===== src/rtl/mips_mem_responder_pkg.sv =====
// Shared constants for the mips memory responder: FSM encoding, data width
// and the address of the memory-mapped output register.
package mips_mem_responder_pkg;

  localparam int MIPS_WIDTH = 8;
  localparam logic [7:0] IO_ADR_DEFAULT = 8'hFF;

  localparam logic [1:0] ST_LOAD    = 2'd0;
  localparam logic [1:0] ST_RELEASE = 2'd1;
  localparam logic [1:0] ST_RUN     = 2'd2;

endpackage


===== src/rtl/mips_mem_responder_byte_ram.sv =====
// 2^WIDTH x WIDTH byte RAM: one synchronous write port, one asynchronous read
// port. Contents are not reset.
module byte_ram
  import mips_mem_responder_pkg::*;
#(
  parameter int WIDTH = MIPS_WIDTH
) (
  input  logic             clk,
  input  logic             we,
  input  logic [WIDTH-1:0] waddr,
  input  logic [WIDTH-1:0] wdata,
  input  logic [WIDTH-1:0] raddr,
  output logic [WIDTH-1:0] rdata
);

  logic [WIDTH-1:0] mem [2**WIDTH];

  always_ff @(posedge clk) begin
    if (we) begin
      mem[waddr] <= wdata;
    end
  end

  assign rdata = mem[raddr];

endmodule


===== src/rtl/mips_mem_responder.sv =====
// Memory-side responder for the multicycle mips core: boot loader that fills
// RAM, core read/write service, and one memory-mapped output register.
module mips_mem_responder
  import mips_mem_responder_pkg::*;
#(
  parameter int               WIDTH  = MIPS_WIDTH,
  parameter logic [WIDTH-1:0] IO_ADR = IO_ADR_DEFAULT
) (
  input  logic             clk,
  input  logic             rst,
  input  logic             memread,
  input  logic             memwrite,
  input  logic [WIDTH-1:0] adr,
  input  logic [WIDTH-1:0] writedata,
  output logic [WIDTH-1:0] memdata,
  input  logic             ld_valid,
  input  logic [WIDTH-1:0] ld_data,
  input  logic             ld_last,
  output logic             ld_ready,
  output logic             cpu_rst,
  output logic [WIDTH-1:0] out_data,
  output logic             out_strobe
);

  localparam logic [WIDTH-1:0] LAST_LD_ADR = IO_ADR - 1'b1;

  logic [1:0]       state_q, state_d;
  logic [WIDTH-1:0] ld_ptr_q, ld_ptr_d;
  logic [WIDTH-1:0] out_data_q, out_data_d;
  logic             out_strobe_q, out_strobe_d;

  logic             ld_accept;
  logic             io_write;
  logic             ram_we;
  logic [WIDTH-1:0] ram_waddr;
  logic [WIDTH-1:0] ram_wdata;
  logic [WIDTH-1:0] ram_rdata;

  // memdata does not depend on memread; the core ignores it while memread is low.
  logic unused_memread;
  assign unused_memread = memread;

  assign ld_ready  = rst && (state_q == ST_LOAD);
  assign ld_accept = ld_valid && ld_ready;
  assign io_write  = (state_q == ST_RUN) && memwrite && (adr == IO_ADR);
  assign cpu_rst   = (state_q == ST_RUN);

  always_comb begin
    state_d      = state_q;
    ld_ptr_d     = ld_ptr_q;
    out_data_d   = out_data_q;
    out_strobe_d = 1'b0;
    case (state_q)
      ST_LOAD: begin
        if (ld_accept) begin
          ld_ptr_d = ld_ptr_q + 1'b1;
          // Stop before the I/O slot so the image can never shadow or wrap.
          if (ld_last || (ld_ptr_q == LAST_LD_ADR)) begin
            state_d = ST_RELEASE;
          end
        end
      end
      ST_RELEASE: state_d = ST_RUN;
      ST_RUN: begin
        if (io_write) begin
          out_data_d   = writedata;
          out_strobe_d = 1'b1;
        end
      end
      default: state_d = ST_LOAD;
    endcase
  end

  always_ff @(posedge clk) begin
    if (!rst) begin
      state_q      <= ST_LOAD;
      ld_ptr_q     <= '0;
      out_data_q   <= '0;
      out_strobe_q <= 1'b0;
    end else begin
      state_q      <= state_d;
      ld_ptr_q     <= ld_ptr_d;
      out_data_q   <= out_data_d;
      out_strobe_q <= out_strobe_d;
    end
  end

  // The single RAM write port belongs to the loader in LOAD and the core in RUN.
  always_comb begin
    ram_we    = 1'b0;
    ram_waddr = adr;
    ram_wdata = writedata;
    if (state_q == ST_LOAD) begin
      ram_we    = ld_accept;
      ram_waddr = ld_ptr_q;
      ram_wdata = ld_data;
    end else if (state_q == ST_RUN) begin
      ram_we = memwrite && (adr != IO_ADR);
    end
  end

  byte_ram #(
    .WIDTH (WIDTH)
  ) u_ram (
    .clk   (clk),
    .we    (ram_we),
    .waddr (ram_waddr),
    .wdata (ram_wdata),
    .raddr (adr),
    .rdata (ram_rdata)
  );

  always_comb begin
    memdata = '0;
    if (state_q == ST_RUN) begin
      memdata = (adr == IO_ADR) ? out_data_q : ram_rdata;
    end
  end

  assign out_data   = out_data_q;
  assign out_strobe = out_strobe_q;

endmodule


===== config.mk =====
export PLATFORM = sky130hd
export DESIGN_NAME = mips_mem_responder
export DESIGN_NICKNAME = d
export VERILOG_FILES = /design/src/rtl/mips_mem_responder_pkg.sv /design/src/rtl/mips_mem_responder_byte_ram.sv /design/src/rtl/mips_mem_responder.sv
export SDC_FILE = /design/constraint.sdc
export NUM_CORES = 2
export LEC_CHECK = 0
export CAP_MARGIN = 20
export CORE_UTILIZATION = 55
export CTS_CLUSTER_SIZE = 20
export DETAILED_ROUTE_END_ITERATION = 12
export GPL_TIMING_DRIVEN = 0
export PLACE_DENSITY = 0.78
export REMOVE_ABC_BUFFERS = 1
export SETUP_SLACK_MARGIN = 0.3
export SLEW_MARGIN = 20
export SYNTH_ARGS = -nofsm -noshare
export SYNTH_HDL_FRONTEND = slang
export SYNTH_HIERARCHICAL = 1
export SYNTH_SLANG_ARGS = --single-unit

===== constraint.sdc =====
create_clock -name clk -period 8.5 [get_ports clk]
set_input_delay 1.275 -clock clk [delete_from_list [all_inputs] [get_ports clk]]
set_output_delay 1.275 -clock clk [all_outputs]
set_load 0.1 [all_outputs]

## Word level (Yosys, flattened, before mapping)

Memory sizes are Yosys's and may differ from the RTL's.
Index checks and enable logic that the tools add are counted.

- Memories: 1
- Logic and storage cells: 37
- Bits in read-only memories: 0
- RAM bits: 2,048
- Output and inout bits: 19
- Register bits after elaboration: 19
- Latch bits: 0
- Input bits: 30

- Reduce and logical (&&, ||, !) cells: 11
- Eq/ne operators: 7
- Bitwise operators: 1
- Add/subtract/negate cells: 1
- Shift operators: 0
- Multiplexer cells: 12
- Order comparisons: 0
- Multiply operators: 0
- Divide/modulo/power cells: 0

Memory list:

| memory | words | width | rd ports | clocked after Yosys merged registers in | wr ports | RTL line | source |
|---|---|---|---|---|---|---|---|
| u_ram.mem | 256 | 8 | 1 | 0 | 1 | mips_mem_responder_byte_ram.sv:16 | `logic [WIDTH-1:0] mem [2**WIDTH];` |

Operator list:

| kind | count |
|---|---|
| two-way mux 8 bit | 4 |
| == test 8 bit, second input constant | 2 |
| adder 8 x 1 -> 8 bit, second input constant | 1 |
| inequality test 8 bit, second input constant | 1 |
| one-hot mux 2 bit (3 select lines) | 1 |
| AND reduction 2 bit | 3 |
| logical AND 1 bit | 5 |
| two-way mux 1 bit | 5 |
| two-way mux 2 bit | 2 |
| AND reduction 3 bit | 1 |
| == test 2 x 1 -> 1 bit, second input constant | 1 |
| == test 2 bit, second input constant | 1 |
| zero test 2 bit | 1 |
| inequality test 2 x 1 -> 1 bit, second input constant | 1 |
| inequality test 2 bit, second input constant | 1 |
| logical OR 1 bit | 1 |
| NOT 1 bit | 1 |

## Depth between registers and ports, before layout

- Word-level depth: 6
- Mapped depth: 13

## By module

Netlist, hierarchy kept.

Modules (own cells, without submodules):

| module | sequential area each (sq um) | cells each | times used | area each (sq um) |
|---|---|---|---|---|
| byte_ram | 61,499.0 | 3,725 | 1 | 79,396.1 |
| mips_mem_responder | 380.4 | 145 | 1 | 1,212.4 |

## Worst setup path after synthesis

No wires, ideal clock.

- Path kind: in2out
- From: input adr[0]
- To: output memdata[6]
- Arrival time: 4.517 ns
- Stages on the path: 13
- Path slack: 2.708 ns
- Buffers on the path: 5
- Cell sequence: buf_6 > buf_12 > buf_12 > buf_12 > buf_12 > mux2i_1 > o221ai_2 > a21oi_1 > o32ai_2 > nor3_1 > nor4_2 > o21ai_0 > a21oi_1

- Longest elaborated chain between the ends: 3
- Elaborated cells between the ends (all ways): 4

Ends and longest elaborated chain:

| element | RTL line | source |
|---|---|---|
| from (decl) | mips_mem_responder.sv:13 | `input logic [WIDTH-1:0] adr,` |
| memory read (256 x 8 bit) | - |  |
| net ram_rdata[6] | mips_mem_responder.sv:37 | `logic [WIDTH-1:0] ram_rdata;` |
| two-way mux 8 bit | mips_mem_responder.sv:116 | `memdata = (adr == IO_ADR) ? out_data_q : ram_rdata;` |
| two-way mux 8 bit | mips_mem_responder.sv:115 | `if (state_q == ST_RUN) begin` |
| to (decl) | mips_mem_responder.sv:15 | `output logic [WIDTH-1:0] memdata,` |

The timed path passes the listed nets, and every way through them passes these cells.

## Worst setup path in the final report

- From: input adr[1]
- To: output memdata[2]

The elaborated chain is that of the path after synthesis.

==> impl_metrics.ini <==
[power_and_ir_drop]
p_per_area_mw_per_mm2 = 230
power_leakage_nw = 27.5
peakVddDrop_mv = 0.183
fin_total_pwr_w = 0.0207

[setup_path]
critPathRequiredTime_ns = 7.22
critical_path.startpoint = adr[1]
cp.arrival_ns = 6.60
crit_path_start_kind = input pin
ff2ff_setup_slack_ns = 4.23
worstSetupEndpoint = memdata[2]
r2r-end = u_ram/mem[141][3]
critPathKind = in2out
crit_path_end_kind = output port
critPathMaxFanout = 91
reg2reg_from = state_q[1]
r2r_cells = 6

[sta]
period_minus_slack_ns = 7.87
setup_viol = 0
slew_headroom = 0.217
fin_skew_ns = 0.0193
grt_setup_unrepaired = no
setup_tns_ns = 0
hold_viol = 0
fmax_mhz = 127
worstMarginPinSlew_ns = 1.17
report.final.slew_viol_count = 0
fin_crit_sh = 0.926
setup_ws_ns = 0.629

[clock_network]
cts-buffers-inserted = 186
clock_path_buffers = 3
clock_latency_ns = 0.80
cts_tree = yes
cts.clk_slew.worst_paths_ns = 0.06
cts_root_buf = clkbuf_16
htreeDepth = 4
clock-sinks = 2067

[synth]
synthFlopType = edfxtp_1
post_synth.cell_area_avg_um2 = 20.8
synthArstFlopShare = 0
ys_ff_latch = 2067
yosys.cell_types.count = 65
synthCells = 3870
ys_warn_count = 6
synth_edf_count = 2048
ys_seq_area_frac = 0.768
synthesis.area_mm2 = 0.0806

[final_layout]
multi_input_area_mm2 = 0.0175
seqCellArea_mm2 = 0.0619
utilization = 0.616
finalNonFillerCells = 6013
layout-drive-gt1-share = 0.215
syn2layout_area_growth_pct = 11.3
final_nets = 3965
nFillCells = 9339

[placement]
dp_slack_ns = -0.539
io_buffer_count = 47
routabilityCongestion = 0.866
hpwl_mm = 112
place_inst = 5659

[floorplan]
num_rows = 140
die_width_um = 385
start_util = 0.554
num_io_pins = 49
die_area_mm2 = 0.148
dieHeight_um = 385
core_mm2 = 0.146

[routing]
dr_total_vias = 40800
firstDrtPassIters = 7
wl_mm = 192
postRouteAntennaNets = 0
wl_per_cell_um = 31.9
drt_iter0_markers = 6303
via_per_inst = 6.78
drc = 0

[global_routing]
track_usage = 0.259
grt_pass1_vias = 40500
antenna_found_initial = 2
grt_max_degree = 133
grt_pass1_wl_mm = 276
grt.overflow.total = 0

[outcome]
status = completed

[flow_run]
maxCapViolCount = 0

[min_path]
min_path_type = reg2reg
## report_power, final
part,switching (W),leakage (nW),internal (W)
clock network,0.00364,2.88,0.00444
registers,0.00000462,18.6,0.0113
logic,0.000839,6.09,0.000395
## critical path, cell delays in order
cell,delay [ns]
buf_8,0.35
buf_16,0.39
buf_16,0.39
buf_16,0.39
mux4_2,0.33
o22a_1,0.18
o21ai_0,0.14
a2111oi_0,0.95
nor3_1,0.17
nor4_2,0.42
o21ai_0,0.23
a21oi_1,0.22
dlygate4sd2_1,0.88
## registers in the layout, summed over array words and instances (netlist names)
name,cells
out_strobe,1
out_data,8
state_q,2
u_ram/mem,2048
ld_ptr_q,8
## layout make-up
cell class | instances | area share
Antenna cell | 3 | 0.0000837
Clock buffer | 235 | 0.0546
Multi-Input combinational cell | 1554 | 0.195
Timing Repair Buffer | 118 | 0.0228
Sequential cell | 2067 | 0.690
Tap cell | 1917 | 0.0267
Clock inverter | 113 | 0.0106
Inverter | 6 | 0.000265
## through the flow
step / hold WS, ns / instance area [um^2]
after floorplan: 0.458 / 79100
after global placement: 0.464 / 82000
after detailed placement: 0.475 / 83800
after CTS: 0.486 / 89700
after global routing: 0.515 / 89700
final: 0.490 / 89700
## timing repair
action,in CTS,in global routing
hold buffers,0,0
buffers inserted,0,0
pin swaps,0,0
gates resized for setup,14,8
setup endpoints to repair,8,5
cloned,2,1
## cell usage in the layout, fill, tap and decap left out, types with 9 or more instances in the layout
cell	Yosys	final
o211ai_1	10	10
buf_12	8	11
clkinv_2	0	49
nor4_2	3	14
nand3_1	44	35
edfxtp_1	2048	2048
mux2_2	17	9
buf_16	0	40
a21oi_1	109	109
mux2i_1	144	144
clkbuf_16	0	188
nand3_2	0	9
clkdlybuf4s50_1	0	31
a221oi_1	13	13
nand2_1	52	50
nor2b_1	31	28
o22ai_1	28	28
mux4_2	454	454
nor2_1	287	283
o21ai_0	21	20
dfxtp_1	19	19
o221ai_1	46	46
nand4_1	14	14
clkinv_1	2	31
clkbuf_1	118	44
bufinv_16	0	11
a22oi_1	133	133
nand2b_1	11	11
nor3_1	23	23
nor4_1	25	14
buf_6	22	12
a211oi_1	17	17
## layer usage
metal / share of wire / vias to the layer above / GRT usage / wire length, um
li1: - / 16300 / - / -
met1: 0.36 / 21200 / 0.357 / 68500
met2: 0.48 / 2803 / 0.410 / 92600
met3: 0.12 / 444 / 0.0499 / 22200
met4: 0.044 / 0 / 0.111 / 8460
met5: 0 / - / 0 / 0
## cells by family (layout without fill, tap and decap cells)
family / Yosys count / count (layout) / share of synthesized area
flip-flops: 2067 / 2067 / 0.768
multiplexers: 617 / 617 / 0.148
AND/OR/NAND/NOR: 521 / 521 / 0.0297
AO/OA/AOI/OAI: 413 / 413 / 0.0356
buffers and inverters: 249 / 472 / 0.0188
adder cells (fa/ha/maj): 2 / 2 / 0.000310
XOR/XNOR: 1 / 1 / 0.000109
other: 0 / 3 / 0
## how the worst min path moves through the flow
stage,cells past startpoint,slack [ns],end,start
2_1_floorplan,1,0.46,ld_ptr_q[6],ld_ptr_q[6]
3_3_place_gp,2,0.46,out_data[5],out_data[5]
3_5_place_dp,2,0.48,out_data[6],out_data[6]
4_1_cts,2,0.49,out_data[6],out_data[6]
5_1_grt,2,0.52,out_data[6],out_data[6]
6_report,2,0.49,out_data[0],out_data[0]
## Yosys cell counts, types with 31 or more instances
cell type,instances,area (um^2)
a22oi_1,133,998
o221ai_1,46,403
clkbuf_1,118,443
nand2_1,52,195
mux4_2,454,10200
nor2_1,287,1080
mux2i_1,144,1440
edfxtp_1,2048,61500
nand3_1,44,220
buf_2,33,165
a21oi_1,109,546
nor2b_1,31,194
(Power assumes the default switching activity.)
